<file path="src/rtl/ipsxb_uart_pkg.sv">
// Shared UART definitions: FSM state encoding, err_flags bit positions, frame shape.
// No logic of its own; imported by the FIFO interface top.
package ipsxb_uart_pkg;

    localparam int DATA_BITS = 8;
    localparam int STOP_BITS = 1;

    localparam int ERR_OVF   = 0;
    localparam int ERR_FRAME = 1;
    localparam int ERR_PAR   = 2;

    typedef enum logic [2:0] {
        ST_IDLE   = 3'd0,
        ST_START  = 3'd1,
        ST_DATA   = 3'd2,
        ST_PARITY = 3'd3,
        ST_STOP   = 3'd4
    } uart_state_t;

    // Parity bit value that makes the total count of ones even (odd=0) or odd (odd=1).
    function automatic logic parity_bit(input logic [7:0] d, input logic odd);
        return (^d) ^ odd;
    endfunction

endpackage

</file>
<file path="src/rtl/ipsxb_sync_fifo.sv">
// Synchronous FIFO with first-word fall-through: rd_data shows the head with zero read latency.
// Push while full is dropped unless a pop frees a slot in the same cycle; pop while empty is ignored.
module ipsxb_sync_fifo #(
    parameter int WIDTH = 8,
    parameter int DEPTH = 16
) (
    input  logic                   clk,
    input  logic                   rst_n,
    input  logic                   wr_en,
    input  logic [WIDTH-1:0]       wr_data,
    input  logic                   rd_en,
    output logic [WIDTH-1:0]       rd_data,
    output logic                   full,
    output logic                   empty,
    output logic [$clog2(DEPTH):0] level
);
    localparam int AW = $clog2(DEPTH);
    localparam logic [AW:0] FULL_LVL = DEPTH[AW:0];

    logic [WIDTH-1:0] mem [DEPTH];
    logic [AW-1:0]    wr_ptr;
    logic [AW-1:0]    rd_ptr;
    logic             do_push;
    logic             do_pop;

    assign empty   = (level == '0);
    assign full    = (level == FULL_LVL);
    assign do_pop  = rd_en & ~empty;
    assign do_push = wr_en & (~full | do_pop);
    assign rd_data = mem[rd_ptr];

    always_ff @(posedge clk) begin
        if (do_push) mem[wr_ptr] <= wr_data;
    end

    // DEPTH is a power of two, so the pointers wrap on natural overflow.
    always_ff @(posedge clk or negedge rst_n) begin
        if (!rst_n) begin
            wr_ptr <= '0;
            rd_ptr <= '0;
            level  <= '0;
        end else begin
            if (do_push) wr_ptr <= wr_ptr + 1'b1;
            if (do_pop)  rd_ptr <= rd_ptr + 1'b1;
            case ({do_push, do_pop})
                2'b10:   level <= level + 1'b1;
                2'b01:   level <= level - 1'b1;
                default: level <= level;
            endcase
        end
    end

endmodule

</file>
<file path="src/rtl/ipsxb_seu_rs232_fifo_intf.sv">
// RS232 UART with TX word FIFO and RX byte FIFO; TX starts one cycle after the first push.
// TX push while full is dropped; RX bytes arriving to a full FIFO are dropped and flagged.
module ipsxb_seu_rs232_fifo_intf
    import ipsxb_uart_pkg::*;
#(
    parameter logic [15:0] CLK_DIV_P    = 16'd145,
    parameter int          TX_BYTES     = 4,
    parameter int          FIFO_DEPTH   = 16,
    parameter bit          PARITY_EN    = 1'b0,
    parameter bit          PARITY_ODD   = 1'b0,
    parameter bit          TX_MSB_FIRST = 1'b0
) (
    input  logic                         clk,
    input  logic                         rst_n,
    input  logic [8*TX_BYTES-1:0]        tx_wr_data,
    input  logic                         tx_wr_en,
    output logic                         tx_full,
    output logic [$clog2(FIFO_DEPTH):0]  tx_level,
    output logic [7:0]                   rx_rd_data,
    input  logic                         rx_rd_en,
    output logic                         rx_empty,
    output logic [$clog2(FIFO_DEPTH):0]  rx_level,
    output logic [2:0]                   err_flags,
    input  logic                         err_clr,
    output logic                         txd,
    input  logic                         rxd
);
    localparam int          WW        = 8 * TX_BYTES;
    localparam logic [15:0] BIT_LAST  = CLK_DIV_P - 16'd1;
    localparam logic [15:0] HALF_LAST = (CLK_DIV_P >> 1) - 16'd1;

    // ---------------- TX ----------------
    uart_state_t   tx_state, tx_next;
    logic [15:0]   tx_div;
    logic [2:0]    tx_bit;
    logic [2:0]    tx_byte;
    logic [WW-1:0] tx_word;
    logic [WW-1:0] tx_fifo_dat;
    logic [7:0]    tx_cur;
    logic          tx_empty, tx_pop, tx_tick, tx_last_byte, tx_stop_done;

    ipsxb_sync_fifo #(.WIDTH(WW), .DEPTH(FIFO_DEPTH)) u_tx_fifo (
        .clk     (clk),
        .rst_n   (rst_n),
        .wr_en   (tx_wr_en),
        .wr_data (tx_wr_data),
        .rd_en   (tx_pop),
        .rd_data (tx_fifo_dat),
        .full    (tx_full),
        .empty   (tx_empty),
        .level   (tx_level)
    );

    // The word register shifts after each byte so the byte on the wire is always at one end.
    assign tx_cur       = TX_MSB_FIRST ? tx_word[WW-1 -: 8] : tx_word[7:0];
    assign tx_tick      = (tx_div == BIT_LAST);
    assign tx_last_byte = (tx_byte == 3'(TX_BYTES - 1));
    assign tx_stop_done = (tx_state == ST_STOP) && tx_tick && (tx_bit == 3'(STOP_BITS - 1));

    always_ff @(posedge clk or negedge rst_n) begin
        if (!rst_n) tx_state <= ST_IDLE;
        else        tx_state <= tx_next;
    end

    always_comb begin
        tx_next = tx_state;
        case (tx_state)
            ST_IDLE:   if (!tx_empty) tx_next = ST_START;
            ST_START:  if (tx_tick) tx_next = ST_DATA;
            ST_DATA:   if (tx_tick && tx_bit == 3'(DATA_BITS - 1))
                           tx_next = PARITY_EN ? ST_PARITY : ST_STOP;
            ST_PARITY: if (tx_tick) tx_next = ST_STOP;
            ST_STOP:   if (tx_stop_done)
                           tx_next = (!tx_last_byte || !tx_empty) ? ST_START : ST_IDLE;
            default:   tx_next = ST_IDLE;
        endcase
    end

    always_comb begin
        txd    = 1'b1;
        tx_pop = 1'b0;
        case (tx_state)
            ST_IDLE:   tx_pop = !tx_empty;
            ST_START:  txd = 1'b0;
            ST_DATA:   txd = tx_cur[tx_bit];
            ST_PARITY: txd = parity_bit(tx_cur, PARITY_ODD);
            ST_STOP:   tx_pop = tx_stop_done && tx_last_byte && !tx_empty;
            default:   txd = 1'b1;
        endcase
    end

    always_ff @(posedge clk or negedge rst_n) begin
        if (!rst_n) begin
            tx_div  <= '0;
            tx_bit  <= '0;
            tx_byte <= '0;
            tx_word <= '0;
        end else begin
            tx_div <= (tx_state == ST_IDLE || tx_tick) ? '0 : tx_div + 16'd1;
            if (tx_tick && tx_state == ST_DATA)
                tx_bit <= (tx_bit == 3'(DATA_BITS - 1)) ? '0 : tx_bit + 3'd1;
            else if (tx_tick && tx_state == ST_STOP)
                tx_bit <= tx_stop_done ? '0 : tx_bit + 3'd1;
            if (tx_pop) begin
                tx_word <= tx_fifo_dat;
                tx_byte <= '0;
            end else if (tx_stop_done) begin
                tx_word <= TX_MSB_FIRST ? (tx_word << 8) : (tx_word >> 8);
                tx_byte <= tx_byte + 3'd1;
            end
        end
    end

    // ---------------- RX ----------------
    uart_state_t rx_state, rx_next;
    logic [1:0]  rx_sync;
    logic        rx_s, rx_prev, rx_fall;
    logic [15:0] rx_div;
    logic [2:0]  rx_bit;
    logic [7:0]  rx_shift;
    logic        rx_par_bad, rx_sample, rx_push, rx_full;
    logic [2:0]  err_set;

    assign rx_s    = rx_sync[1];
    assign rx_fall = rx_prev & ~rx_s;
    // Start bit is checked at its midpoint; every later sample is one full bit after the last.
    assign rx_sample = (rx_state == ST_START) ? (rx_div == HALF_LAST)
                                              : (rx_state != ST_IDLE && rx_div == BIT_LAST);

    always_ff @(posedge clk or negedge rst_n) begin
        if (!rst_n) begin
            rx_sync <= 2'b11;
            rx_prev <= 1'b1;
        end else begin
            rx_sync <= {rx_sync[0], rxd};
            rx_prev <= rx_s;
        end
    end

    always_ff @(posedge clk or negedge rst_n) begin
        if (!rst_n) rx_state <= ST_IDLE;
        else        rx_state <= rx_next;
    end

    always_comb begin
        rx_next = rx_state;
        case (rx_state)
            ST_IDLE:   if (rx_fall) rx_next = ST_START;
            ST_START:  if (rx_sample) rx_next = rx_s ? ST_IDLE : ST_DATA;
            ST_DATA:   if (rx_sample && rx_bit == 3'(DATA_BITS - 1))
                           rx_next = PARITY_EN ? ST_PARITY : ST_STOP;
            ST_PARITY: if (rx_sample) rx_next = ST_STOP;
            ST_STOP:   if (rx_sample) rx_next = ST_IDLE;
            default:   rx_next = ST_IDLE;
        endcase
    end

    always_comb begin
        rx_push = 1'b0;
        err_set = '0;
        case (rx_state)
            ST_PARITY: err_set[ERR_PAR] = rx_sample && (rx_s != parity_bit(rx_shift, PARITY_ODD));
            ST_STOP: begin
                if (rx_sample) begin
                    if (!rx_s)            err_set[ERR_FRAME] = 1'b1;
                    else if (!rx_par_bad) begin
                        if (rx_full)      err_set[ERR_OVF] = 1'b1;
                        else              rx_push = 1'b1;
                    end
                end
            end
            default: rx_push = 1'b0;
        endcase
    end

    always_ff @(posedge clk or negedge rst_n) begin
        if (!rst_n) begin
            rx_div     <= '0;
            rx_bit     <= '0;
            rx_shift   <= '0;
            rx_par_bad <= 1'b0;
            err_flags  <= '0;
        end else begin
            rx_div <= (rx_state == ST_IDLE || rx_sample) ? '0 : rx_div + 16'd1;
            if (rx_state == ST_START) begin
                rx_bit     <= '0;
                rx_par_bad <= 1'b0;
            end else if (rx_state == ST_DATA && rx_sample) begin
                rx_shift <= {rx_s, rx_shift[7:1]};
                rx_bit   <= rx_bit + 3'd1;
            end else if (err_set[ERR_PAR]) begin
                rx_par_bad <= 1'b1;
            end
            err_flags <= err_clr ? '0 : (err_flags | err_set);
        end
    end

    ipsxb_sync_fifo #(.WIDTH(8), .DEPTH(FIFO_DEPTH)) u_rx_fifo (
        .clk     (clk),
        .rst_n   (rst_n),
        .wr_en   (rx_push),
        .wr_data (rx_shift),
        .rd_en   (rx_rd_en),
        .rd_data (rx_rd_data),
        .full    (rx_full),
        .empty   (rx_empty),
        .level   (rx_level)
    );

endmodule

</file>
<file path="config.mk">
export PLATFORM = sky130hd
export DESIGN_NAME = ipsxb_seu_rs232_fifo_intf
export DESIGN_NICKNAME = d
export VERILOG_FILES = /design/src/rtl/ipsxb_uart_pkg.sv /design/src/rtl/ipsxb_sync_fifo.sv /design/src/rtl/ipsxb_seu_rs232_fifo_intf.sv
export SDC_FILE = /design/constraint.sdc
export NUM_CORES = 1
export LEC_CHECK = 0
export BUFFER_PORTS_ARGS = -buffer_cell sky130_fd_sc_hd__buf_4
export CAP_MARGIN = 20
export CORE_MARGIN = 10
export CORE_UTILIZATION = 50
export CTS_CLUSTER_SIZE = 12
export DETAILED_ROUTE_END_ITERATION = 8
export GPL_ROUTABILITY_DRIVEN = 0
export PLACE_DENSITY = 0.73
export SYNTH_ARGS = -nofsm -noshare
export SYNTH_HDL_FRONTEND = slang
export SYNTH_SLANG_ARGS = --single-unit
</file>
<file path="constraint.sdc">
create_clock -name clk -period 6.2 [get_ports clk]
set_clock_uncertainty 0.05 [all_clocks]
set_input_delay 0.62 -clock clk [delete_from_list [all_inputs] [get_ports clk]]
set_output_delay 0.62 -clock clk [all_outputs]
set_load 0.01 [all_outputs]
</file>
==> reports/metrics.yaml <==
slew_violations: 0
switching_power_mw: 2.855
p_clk_share_pct: 36.7
synthesis.nets: 1596
setup_violations: 0
ys_warn_count: 0
clkTransAtPathRegs_ps: 60
io_pins: 62
dr.pass1.iters: 5
cp.required_ps: 6380
use_met1_pct: 24.22
p_int_mw: 8.892
crit_fanout: 75
synth-edff-count: 640
use_met2_pct: 26.71
status: "completed"
vias_per_cell: 5.905
dr_total_vias: 14500
diodes: 0
drc: 0
dp_hpwl_microns: 34850
cts_root_buffer: "clkbuf_16"
finalPower_mw: 11.75
drtIter0Drc: 1335
layout-drive-gt1-share_pct: 26.06
crit_path_start_kind: "register"
track_usage_pct: 17.20
critPathArrivalTime_ps: 4290
core_area_sq_um: 60250
ant_nets: 0
synth_cell_types: 58
synthFlopType: "edfxtp_1"
cts_buffer_depth: 3
wl_per_cell_microns: 24.37
fin_nets: 1690
gr-total-overflow: 0
endpoint_kind: "register"
h-tree-depth: 3
holdCritPathClass: "input pin to register"
relSlewSlack_pct: 26.10
ir_drop_uv: 227.2
pwr_density_cell_nw_per_um2: 343.2
synth_cells: 1528
async_reset_ff_share_pct: 15.79
synth.avg_cell_area_sq_um: 19.87
cts_num_sinks: 760
die_area_sq_um: 70980
sw_frac_of_total_pct: 24.30
die_height_microns: 266.4
antenna_found_initial: 0
initial_core_util_pct: 50.40
yosysSeqAreaShare_pct: 73.20
grt_pass1_vias: 15090
cts_setup_buffers: 0
p_seq_share_pct: 52.6
crit_type: "register to register"
drt_wl_total_microns: 59830
grt_start_max_net_pins: 76
clk_latency_ps: 630
cts_tree: "built"
p_leak_nw: 11.40
worst_pin_slew_ps: 1108
comb_power_share_pct: 10.7
grt_pass1_wl_microns: 93440
cts_made_buffers: 79
maxCapViolations: 0
top_usage_layer: "met2"
hold_viol_final: 0
tns_ps: 0
final_common_cell: "edfxtp_1"
die_w_microns: 266.4
rows: 90
ys_seq_elements: 760
min_period_ps: 4111
port_buffers: 61
area_delta_synth_final_pct: 12.74
fin_crit_sh_pct: 66.31
syn_area_sq_um: 30360
max_freq_mhz: 243.2
use_met3_pct: 3.893
layout_common_cells: "640 x edfxtp_1, 202 x mux4_2, 112 x dfrtp_1, 80 x buf_4, 79 x clkbuf_16"
rsz0062_at_grt: "false"
path summary, 6_finish.rpt:
check | end | cells past startpoint | slack, ps | from
worst min-delay path | rx_sync[0] | 1 | 50 | rxd
worst max-delay path | u_tx_fifo.mem[7][23] | 8 | 2090 | tx_div[0]
worst min register to register | rx_sync[1] | 0 | 310 | rx_sync[0]
max in group asynchronous | u_rx_fifo.rd_ptr[0] | 3 | 4110 | rst_n
worst max register to register | u_tx_fifo.mem[7][23] | 8 | 2090 | tx_div[0]
min in group asynchronous | u_tx_fifo.level[3] | 2 | 490 | rst_n
what timing repair did:
action | CTS | global route
hold buffers | 1 | 0
gates resized for setup | 0 | 0
hold endpoints to repair | 46 | 0
logic make-up after synthesis:
logic type,synth area share (%)
buf+inv,1.306
simple gates,3.667
fa+ha+maj,1.286
mux,16.64
xor+xnor,1.863
flops,73.20
compound gates,2.048
power groups by stage:
| stage | registers (mW) | clock network [mW] | logic (mW) |
|---|---|---|---|
| 2_1_floorplan | 6.20 | 0 | 0.838 |
| 3_3_place_gp | 6.25 | 0 | 1.23 |
| 3_5_place_dp | 6.28 | 0 | 1.27 |
| 4_1_cts | 6.18 | 4.40 | 1.28 |
| 5_1_grt | 6.21 | 4.61 | 1.38 |
| 6_report | 6.18 | 4.31 | 1.26 |
metrics by stage:
step                      hold slack [ps]  cells  instance area [sq um]  setup WS (ps)  utilization (%)
after floorplan                     274.4   1528                  30360           1602                -
after global placement              295.9   2316                  31780           2267            52.74
after detailed placement            298.8   2320                  31840           2194            52.86
after CTS                           17.38   2453                  34200           2128            56.77
after global routing                31.08   2455                  34230           1729            56.82
final                               49.19   2455                  34230           2089            56.82
routing by layer:
layer | vias to the layer above | share of wire, %
li1 | 6339 | -
met1 | 7613 | 43
met2 | 462 | 48
met3 | 84 | 6.6
met4 | 0 | 1.8
met5 | - | 0
registers in the layout (all words and copies together), names as in the netlist:
| register | cells |
|---|---|
| tx_bit | 3 |
| rx_prev | 1 |
| u_tx_fifo.rd_ptr | 4 |
| rx_sync | 2 |
| u_rx_fifo.rd_ptr | 4 |
| rx_state | 3 |
| u_rx_fifo.wr_ptr | 4 |
| u_rx_fifo.level | 5 |
| tx_byte | 3 |
| rx_bit | 3 |
| tx_word | 32 |
| rx_div | 16 |
| rx_shift | 8 |
| u_tx_fifo.level | 5 |
| u_tx_fifo.wr_ptr | 4 |
| tx_div | 16 |
| rx_par_bad | 1 |
| err_flags | 3 |
| u_rx_fifo.mem | 128 |
| u_tx_fifo.mem | 512 |
| tx_state | 3 |
synth_stat cells (21+ instances only):
library cell / number / area, sq um
clkbuf_1: 41 / 153.9
dfrtp_1: 117 / 2928
edfxtp_1: 640 / 19220
ha_1: 28 / 350.3
inv_1: 26 / 97.59
mux2i_1: 31 / 310.3
mux4_2: 202 / 4549
nand2_1: 62 / 232.7
nor2_1: 68 / 255.2
o21ai_0: 42 / 210.2
xnor2_1: 41 / 359.1
xor2_1: 21 / 183.9
worst max-delay path, cell delays in order, from the launching register on:
cell and delay [ps]:
dfrtp_1 400, inv_1 70, ha_1 130, nor4b_1 280, nand4_1 490, o21bai_4 430
buf_4 640, o21ba_2 270, and3_2 930
layout make-up:
type                    count  area [sq um]
clock buffers             105          2105
fillers                  4309         26010
flip-flops and latches    760         22240
inverters                  26         97.59
clock inverters            27         241.5
well taps                 782         978.4
multi-input cells         667          7830
repair buffers             88         743.2
No activity file was read; power rests on OpenSTA's default activity.
